<file path="config.mk">
export PLATFORM = sky130hd
export DESIGN_NAME = rx_frame_ctrl
export DESIGN_NICKNAME = d
export VERILOG_FILES = /design/src/rtl/rx_frame_ctrl.sv
export SDC_FILE = /design/constraint.sdc
export NUM_CORES = 1
export LEC_CHECK = 0
export CELL_PAD_IN_SITES_DETAIL_PLACEMENT = 0
export CELL_PAD_IN_SITES_GLOBAL_PLACEMENT = 1
export CORE_MARGIN = 1
export CORE_UTILIZATION = 40
export CTS_CLUSTER_DIAMETER = 200
export CTS_CLUSTER_SIZE = 14
export DETAILED_ROUTE_END_ITERATION = 10
export PLACE_DENSITY_LB_ADDON = 0.1
export SYNTH_ARGS = -nofsm -noshare
export SYNTH_HDL_FRONTEND = slang
export SYNTH_SLANG_ARGS = --single-unit
</file>
<file path="constraint.sdc">
create_clock -name clk -period 2.05 [get_ports clk]
set_input_delay 0.41 -clock clk [delete_from_list [all_inputs] [get_ports clk]]
set_output_delay 0.41 -clock clk [all_outputs]
set_load 0.01 [all_outputs]
</file>
<file path="src/rtl/rx_frame_ctrl.sv">
// rx_frame_ctrl: UART-style receive framing controller.
// Synchronizes the serial line, detects the start bit, runs the external bit
// timer, collects DATA_BITS data bits plus the stop bit on the timer strobes,
// validates the stop bit and presents the byte with ready/error flags.
module rx_frame_ctrl #(
    parameter int DATA_BITS   = 8,
    parameter int SYNC_STAGES = 2
) (
    input  logic                 clk,
    input  logic                 rst,
    input  logic                 serial_in,
    input  logic                 shift_strobe,
    input  logic                 packet_done,
    input  logic                 data_read,
    output logic                 enable_timer,
    output logic [DATA_BITS-1:0] rx_data,
    output logic                 data_ready,
    output logic                 framing_error,
    output logic                 overrun_error
);

    typedef enum logic [1:0] {
        IDLE,
        RECEIVE,
        CHECK,
        LOAD
    } state_t;

    state_t                  state_q;
    logic [SYNC_STAGES-1:0]  sync_q;
    logic                    sample_q;
    logic                    hist_q;
    logic [SYNC_STAGES+1:0]  primed_q;
    logic [DATA_BITS:0]      sreg_q;
    logic                    enable_q;
    logic [DATA_BITS-1:0]    rx_data_q;
    logic                    data_ready_q;
    logic                    framing_error_q;
    logic                    overrun_error_q;
    logic                    start_edge;

    // First synchronizer flop samples the asynchronous line.
    always_ff @(posedge clk) begin
        if (rst) begin
            sync_q[0] <= 1'b1;
        end else begin
            sync_q[0] <= serial_in;
        end
    end

    // Remaining synchronizer stages.
    generate
        for (genvar gi = 1; gi < SYNC_STAGES; gi++) begin : g_sync
            // Stage gi copies stage gi-1.
            always_ff @(posedge clk) begin
                if (rst) begin
                    sync_q[gi] <= 1'b1;
                end else begin
                    sync_q[gi] <= sync_q[gi-1];
                end
            end
        end
    endgenerate

    // Current/previous synchronized sample for start-bit edge detection.
    // primed_q marks when hist_q holds a genuine line observation rather than
    // the reset preset, so a line that is already low at reset release is not
    // mistaken for a falling edge.
    always_ff @(posedge clk) begin
        if (rst) begin
            sample_q <= 1'b1;
            hist_q   <= 1'b1;
            primed_q <= '0;
        end else begin
            sample_q <= sync_q[SYNC_STAGES-1];
            hist_q   <= sample_q;
            primed_q <= {primed_q[SYNC_STAGES:0], 1'b1};
        end
    end

    assign start_edge = (state_q == IDLE) && primed_q[SYNC_STAGES+1]
                        && hist_q && !sample_q;

    // Frame FSM with registered timer enable, data and status flags.
    always_ff @(posedge clk) begin
        if (rst) begin
            state_q         <= IDLE;
            enable_q        <= 1'b0;
            sreg_q          <= '1;
            rx_data_q       <= '0;
            data_ready_q    <= 1'b0;
            framing_error_q <= 1'b0;
            overrun_error_q <= 1'b0;
        end else begin
            // A read acknowledges the byte everywhere except LOAD, where the
            // freshly loaded byte keeps data_ready set.
            if (data_read && (state_q != LOAD)) begin
                data_ready_q <= 1'b0;
            end
            case (state_q)
                IDLE: begin
                    enable_q <= 1'b0;
                    if (start_edge) begin
                        state_q         <= RECEIVE;
                        enable_q        <= 1'b1;
                        framing_error_q <= 1'b0;
                        overrun_error_q <= 1'b0;
                        sreg_q          <= '1;
                    end
                end
                RECEIVE: begin
                    // packet_done takes priority; late strobes are ignored.
                    if (packet_done) begin
                        state_q  <= CHECK;
                        enable_q <= 1'b0;
                    end else if (shift_strobe) begin
                        sreg_q <= {sample_q, sreg_q[DATA_BITS:1]};
                    end
                end
                CHECK: begin
                    enable_q <= 1'b0;
                    if (sreg_q[DATA_BITS]) begin
                        state_q <= LOAD;
                    end else begin
                        framing_error_q <= 1'b1;
                        state_q         <= IDLE;
                    end
                end
                LOAD: begin
                    rx_data_q    <= sreg_q[DATA_BITS-1:0];
                    data_ready_q <= 1'b1;
                    if (data_ready_q && !data_read) begin
                        overrun_error_q <= 1'b1;
                    end
                    state_q <= IDLE;
                end
                default: begin
                    enable_q <= 1'b0;
                    state_q  <= IDLE;
                end
            endcase
        end
    end

    assign enable_timer  = enable_q;
    assign rx_data       = rx_data_q;
    assign data_ready    = data_ready_q;
    assign framing_error = framing_error_q;
    assign overrun_error = overrun_error_q;

endmodule

</file>
==> impl_metrics.yaml, run 1 <==
sta:
  finalSetupViolCount: 0
  fmax_ghz: 0.581
  timing.max_slew.rel_slack_pct: 68.2
  final_min_period_over_clock_period_pct: 83.9
  finalWorstPathRequiredPeriod_ps: 1720
  final_max_slew_viol_count: 0
  finalWorstSetupSlack_ps: 329
  rsz0062_at_grt: "no"
  worst-slew-pin-transition_ps: 475
  setup-tns-final_ps: 0
  finalClockSkew_ps: 19.3
  finalHoldViolCount: 0
pwr:
  power.leakage_nw: 0.558
  pwrdens_mw_per_mm2: 728
  irDropWorstVdd_mv: 0.428
worst_hold_path:
  hold_start: "sync_q[1]$_SDFF_PP1_"
  min_to: "sample_q$_SDFF_PP1_"
  min_path_cells: 1
  hp-class: "reg -> reg"
worst_setup_path:
  worst-endpoint-arrival_ps: 1980
  cp_slowest_stage_delay_ps: 450
  timing.critical_path.cells: "inv_1, ha_1, nand4b_1, or4_1, a21oi_1"
  startpoint_type: "flop"
  worst-r2r-cell-count: 5
  crit-reg2reg-capture: "enable_timer$_SDFFE_PP0P_"
  timing.critical_path.required_ps: 2310
  worst_path_cell_with_the_longest_stage_delay: "sky130_fd_sc_hd__or4_1"
  worst_setup_path_end_kind: "flop"
  regToRegStartpoint: "state_q[0]$_SDFFE_PP0P_"
  critical_path.max_fanout: 8
  worstSetupPathType: "reg -> reg"
  reg2reg_setup_slack_ps: 330
drt:
  final_antenna_net_count: 0
  drtIter0Drc: 24
  drt_first_pass_iters: 7
  via_per_inst: 5.24
  remaining_drc_errors: 3
  vias: 917
  detail_route.wirelength_um: 2290
  wire_per_inst_um: 13.1
yosys:
  yosysTopAreaCellShare_pct: 49.6
  postSynthRegisterBits: 31
  synth.avg_cell_area_um2: 10.3
  netlist_area_mm2: 0.00125
  post_synth_main_area_contributors: "sky130_fd_sc_hd__dfxtp_1, sky130_fd_sc_hd__mux2i_1, sky130_fd_sc_hd__nor2_1"
  post_synth_inst_count: 121
  syn_nets: 132
  yosys.area.top_type: "sky130_fd_sc_hd__dfxtp_1"
  ys.warnings.count: 0
  netlist-cell-type-count: 27
  seq_area_frac_synth_pct: 49.6
cts:
  clock_path_buffers: 2
  cts_tree: "done"
  ctsHtreeMaxLevel: 2
  numCtsBuffers: 5
  cts_hold_buffers: 0
  post_cts_resized: 0
  clock_latency_ps: 330
  worst_setup_hold_path_clk_slew_ps: 90
  tritoncts_num_sinks: 31
  ctsRootBufferMaster: "sky130_fd_sc_hd__clkbuf_4"
  post-cts-setup-buffers: 0
global_routing:
  gr-usage-all-layers_pct: 15.1
  vias_in_the_first_global_route: 797
  pin_count_of_the_biggest_net_entering_global_routing: 16
  grt_overflow: 0
  grt_antenna_before_repair: 0
  grt_first_pass_wirelength_um: 3680
place:
  portbufs: 17
  detailedPlace.worstSlack_ps: 258
  detailedPlacementHpwl_um: 1580
  routabilityCongestion: 0.787
run_status:
  outcome: "finished with violations"
  violations: "DRC"
floorplanning:
  initial_utilization_pct: 43.8
  core_area_mm2: 0.00285
  std_cell_rows: 19
  fp.dieW_um: 57.9
  total_i_o_pin_count: 18
  die_y_um: 57.9
  dieArea_mm2: 0.00335
final_layout:
  fillers: 267
  insertedDiodeCount: 0
  most_common_cell_after_layout_fill_and_taps_aside: "sky130_fd_sc_hd__dfxtp_1"
  flow.area_growth_from_synthesis_pct: 21.1
  final_cell_mix: "sky130_fd_sc_hd__dfxtp_1, sky130_fd_sc_hd__nor2_1, sky130_fd_sc_hd__mux2i_1, sky130_fd_sc_hd__clkdlybuf4s50_1, sky130_fd_sc_hd__nor3b_1"
  final_layout_size_suffix_gt1_share_pct: 12.5
  layout.nets: 154
flow_run:
  cap_violations: 0
cells in the mapped netlist, drive strengths merged:
cell type  number
nand4b          1
nor2b           5
nand2b          1
a2111oi         1
o21ai           1
mux2i          17
buf             4
inv             3
a22oi           1
nor2           19
a21boi          1
ha              5
o211a           2
dfxtp          31
o32ai           1
nand3b          2
nor3b           9
a21o            3
and2            1
or2             4
clkbuf          3
or4             1
a21oi           2
nand3           1
a211oi          2
state kept, by name (all words and copies together) (netlist names):
| name | flops |
|---|---|
| sample_q | 1 |
| hist_q | 1 |
| state_q | 2 |
| data_ready | 1 |
| rx_data | 8 |
| overrun_error | 1 |
| framing_error | 1 |
| enable_timer | 1 |
| primed_q | 4 |
| sync_q | 2 |
| sreg_q | 9 |
worst max-delay path by stage:
stage | cells past startpoint | slack [ps] | endpoint | from
3_3_place_gp | 3 | 290 | sync_q[1]$_SDFF_PP1_ | rst
4_1_cts | 5 | 350 | enable_timer$_SDFFE_PP0P_ | state_q[1]$_SDFFE_PP0P_
3_5_place_dp | 4 | 260 | sreg_q[6]$_SDFFE_PP1P_ | rst
5_1_grt | 5 | 190 | enable_timer$_SDFFE_PP0P_ | state_q[0]$_SDFFE_PP0P_
6_report | 5 | 330 | enable_timer$_SDFFE_PP0P_ | state_q[0]$_SDFFE_PP0P_
2_1_floorplan | 7 | 580 | sreg_q[0]$_SDFFE_PP1P_ | state_q[1]$_SDFFE_PP0P_
area by class of cell:
type | count | area (µm²) | share of cell area [%]
clock buffer | 7 | 45.0 | 2.98
tap | 31 | 38.8 | 2.56
inverter | 3 | 11.3 | 0.744
sequential | 31 | 621 | 41.0
timing repair buffer | 22 | 208 | 13.7
multi-input combinational | 80 | 586 | 38.7
clock inverter | 1 | 5.00 | 0.331
per-layer routing:
metal  vias to the layer above  track usage (%)  part of all wire, %
met5                         -                0                    0
met4                         0             8.16                  2.3
met3                         7             6.25                  5.5
met2                        23             23.5                   45
met1                       428             17.7                   47
li1                        459                -                    -
critical path, delay by kind of cell, from the launching register on:
family                     cells  cell delay, ps
and+or+nand+nor                2             680
DFF                            1             360
adders and majority gates      1             340
buffers and inverters          1             140
AOI/OAI and AO/OA              1             140
power breakdown:
group / leakage (nW) / switching [mW] / internal, mW
logic: 0.277 / 0.0758 / 0.0722
registers: 0.252 / 0.00783 / 0.613
clock network: 0.0293 / 0.200 / 0.133
cell families after synthesis:
| family | after synthesis | share of synthesized area [%] |
|---|---|---|
| and+or+nand+nor | 44 | 19.5 |
| DFF | 31 | 49.7 |
| muxes | 17 | 13.6 |
| AOI/OAI and AO/OA | 14 | 8.71 |
| buffers and inverters | 10 | 3.50 |
| adders and majority gates | 5 | 5.01 |
stage by stage:
| stage | power, mW | instances | hold WS [ps] | cell area (µm²) | utilization [%] |
|---|---|---|---|---|---|
| 6_report | 1.10 | 175 | 410 | 1510 | 53.1 |
| 5_1_grt | 1.16 | 175 | 439 | 1510 | 53.1 |
| 4_1_cts | 1.11 | 175 | 417 | 1510 | 53.1 |
| 3_5_place_dp | 0.783 | 167 | 396 | 1460 | 51.3 |
| 3_3_place_gp | 0.780 | 167 | 400 | 1460 | 51.3 |
| 2_1_floorplan | 0.745 | 121 | 389 | 1250 | - |
(Power assumes the default switching activity.)
==> inputs of run 2 (changes only) <==
Clock period 2.05 ns to 1.6 ns, I/O delays scaled along.
==> impl_metrics.yaml, run 2 (synthesized netlist as in run 1, its figures left out) <==
drt:
  vias: 897
  drtIter0Drc: 38
  final_antenna_net_count: 0
  via_per_inst: 5.04
  wire_per_inst_um: 12.3
  drt_first_pass_iters: 7
  remaining_drc_errors: 3
  detail_route.wirelength_um: 2190
cts:
  cts_hold_buffers: 0
  clock_latency_ps: 330
  worst_setup_hold_path_clk_slew_ps: 90
  clock_path_buffers: 2
  ctsHtreeMaxLevel: 2
  post-cts-setup-buffers: 0
  numCtsBuffers: 5
  ctsRootBufferMaster: "sky130_fd_sc_hd__clkbuf_4"
  post_cts_resized: 1
  tritoncts_num_sinks: 31
  cts_tree: "done"
floorplanning:
  core_area_mm2: 0.00285
  die_y_um: 57.9
  dieArea_mm2: 0.00335
  initial_utilization_pct: 43.8
  fp.dieW_um: 57.9
  total_i_o_pin_count: 18
  std_cell_rows: 19
global_routing:
  global_route.usage.met2_pct: 23.8
  grt_antenna_before_repair: 0
  grt_overflow: 0
  grt_util_met1_pct: 19.8
  global_route.usage.met3_pct: 4.69
  pin_count_of_the_biggest_net_entering_global_routing: 19
  busiest_layer: "met2"
  grt_first_pass_wirelength_um: 3910
  vias_in_the_first_global_route: 842
  gr-usage-all-layers_pct: 15.9
sta:
  fin_hold_ws_ps: 415
  final_min_period_over_clock_period_pct: 95.7
  fmax_ghz: 0.653
  worst-slew-pin-transition_ps: 369
  finalSetupViolCount: 0
  finalHoldViolCount: 0
  final_max_slew_viol_count: 0
  timing.max_slew.rel_slack_pct: 75.3
  finalWorstPathRequiredPeriod_ps: 1530
  finalClockSkew_ps: 3.18
  setup-tns-final_ps: 0
place:
  portbufs: 17
  numPlacedInstances: 170
  detailedPlacementHpwl_um: 1480
  routabilityCongestion: 0.731
worst_setup_path:
  worst_path_cell_with_the_longest_stage_delay: "sky130_fd_sc_hd__clkdlybuf4s50_1"
  crit-reg2reg-capture: "enable_timer$_SDFFE_PP0P_"
  worstSetupPathType: "reg -> out"
  critical_path.max_fanout: 2
  worst-endpoint-arrival_ps: 1210
  timing.critical_path.required_ps: 1280
  cp_slowest_stage_delay_ps: 540
  cp.depth: 1
  setup.worst_path.start: "rx_data[4]$_SDFFE_PP0N_"
  crit_end: "rx_data[4]"
  regToRegStartpoint: "state_q[1]$_SDFFE_PP0P_"
  timing.critical_path.cells: "clkdlybuf4s50_1"
  reg2reg_setup_slack_ps: 80
  worst-r2r-cell-count: 5
  kind_of_cell_adding_the_most_delay_to_the_critical_path: "buffers and inverters"
  cp.buffers_inverters: 1
  worst_setup_path_end_kind: "output pin"
  startpoint_type: "flop"
final_layout:
  layout.nets: 157
  instances_no_fill: 178
  flow.area_growth_from_synthesis_pct: 26.7
  final_core_util_pct: 55.5
  final_layout_size_suffix_gt1_share_pct: 19.0
  final_cell_mix: "sky130_fd_sc_hd__dfxtp_1, sky130_fd_sc_hd__nor2_1, sky130_fd_sc_hd__mux2i_1"
  most_common_cell_after_layout_fill_and_taps_aside: "sky130_fd_sc_hd__dfxtp_1"
  insertedDiodeCount: 0
  largest_register_ffs: 9
  top_register: "sreg_q"
run_status:
  outcome: "finished with violations"
  violations: "DRC"
worst_hold_path:
  hp-class: "reg -> reg"
  hold_start: "sync_q[0]$_SDFF_PP1_"
pwr:
  pwrdens_mw_per_mm2: 975
  total_power_mw: 1.55
  power.leakage_nw: 0.639
  irDropWorstVdd_mv: 0.681
flow_run:
  cap_violations: 0
## run 2: area by class of cell
class                   count  area [µm²]
clock buffers               7        65.1
repair buffers             25         238
fillers                   261        1270
well taps                  31        38.8
inverters                   3        11.3
multi-input cells          80         602
flip-flops and latches     31         622
clock inverters             1        7.51
## run 2: per-stage QoR
| stage | instance area (µm²) | worst slack (ps) |
|---|---|---|
| 3_3_place_gp | 1490 | 32.2 |
| 2_1_floorplan | 1250 | 133 |
| 5_1_grt | 1580 | -19.5 |
| 6_report | 1580 | 68.3 |
| 4_1_cts | 1560 | 15.6 |
| 3_5_place_dp | 1490 | -11.6 |
## run 2: worst min path at each step
stage                                end  slack, ps  cells past startpoint
floorplan            sample_q$_SDFF_PP1_        390                      1
global placement     sample_q$_SDFF_PP1_        390                      1
detailed placement   sample_q$_SDFF_PP1_        390                      1
CTS                  sample_q$_SDFF_PP1_        420                      1
global route         sample_q$_SDFF_PP1_        430                      1
finish              sync_q[1]$_SDFF_PP1_        420                      1
## run 2: worst reg2reg max path, stage by stage (launching register included)
cell                      delay (ps)
sky130_fd_sc_hd__dfxtp_2         360
sky130_fd_sc_hd__inv_2            70
sky130_fd_sc_hd__ha_1            220
sky130_fd_sc_hd__nor2b_2         190
sky130_fd_sc_hd__or4_1           470
sky130_fd_sc_hd__a21oi_1         150
## run 2: power by group
| part | internal, mW | switching, mW | total, mW |
|---|---|---|---|
| combinational | 0.116 | 0.103 | 0.220 |
| sequential | 0.785 | 0.00980 | 0.795 |
| clock | 0.257 | 0.274 | 0.530 |
| total | 1.16 | 0.387 | 1.55 |
## run 2: per-layer routing
| layer | wire, µm | up-vias |
|---|---|---|
| li1 | - | 465 |
| met1 | 1090 | 406 |
| met2 | 932 | 20 |
| met3 | 111 | 6 |
| met4 | 63 | 0 |
| met5 | 0 | - |
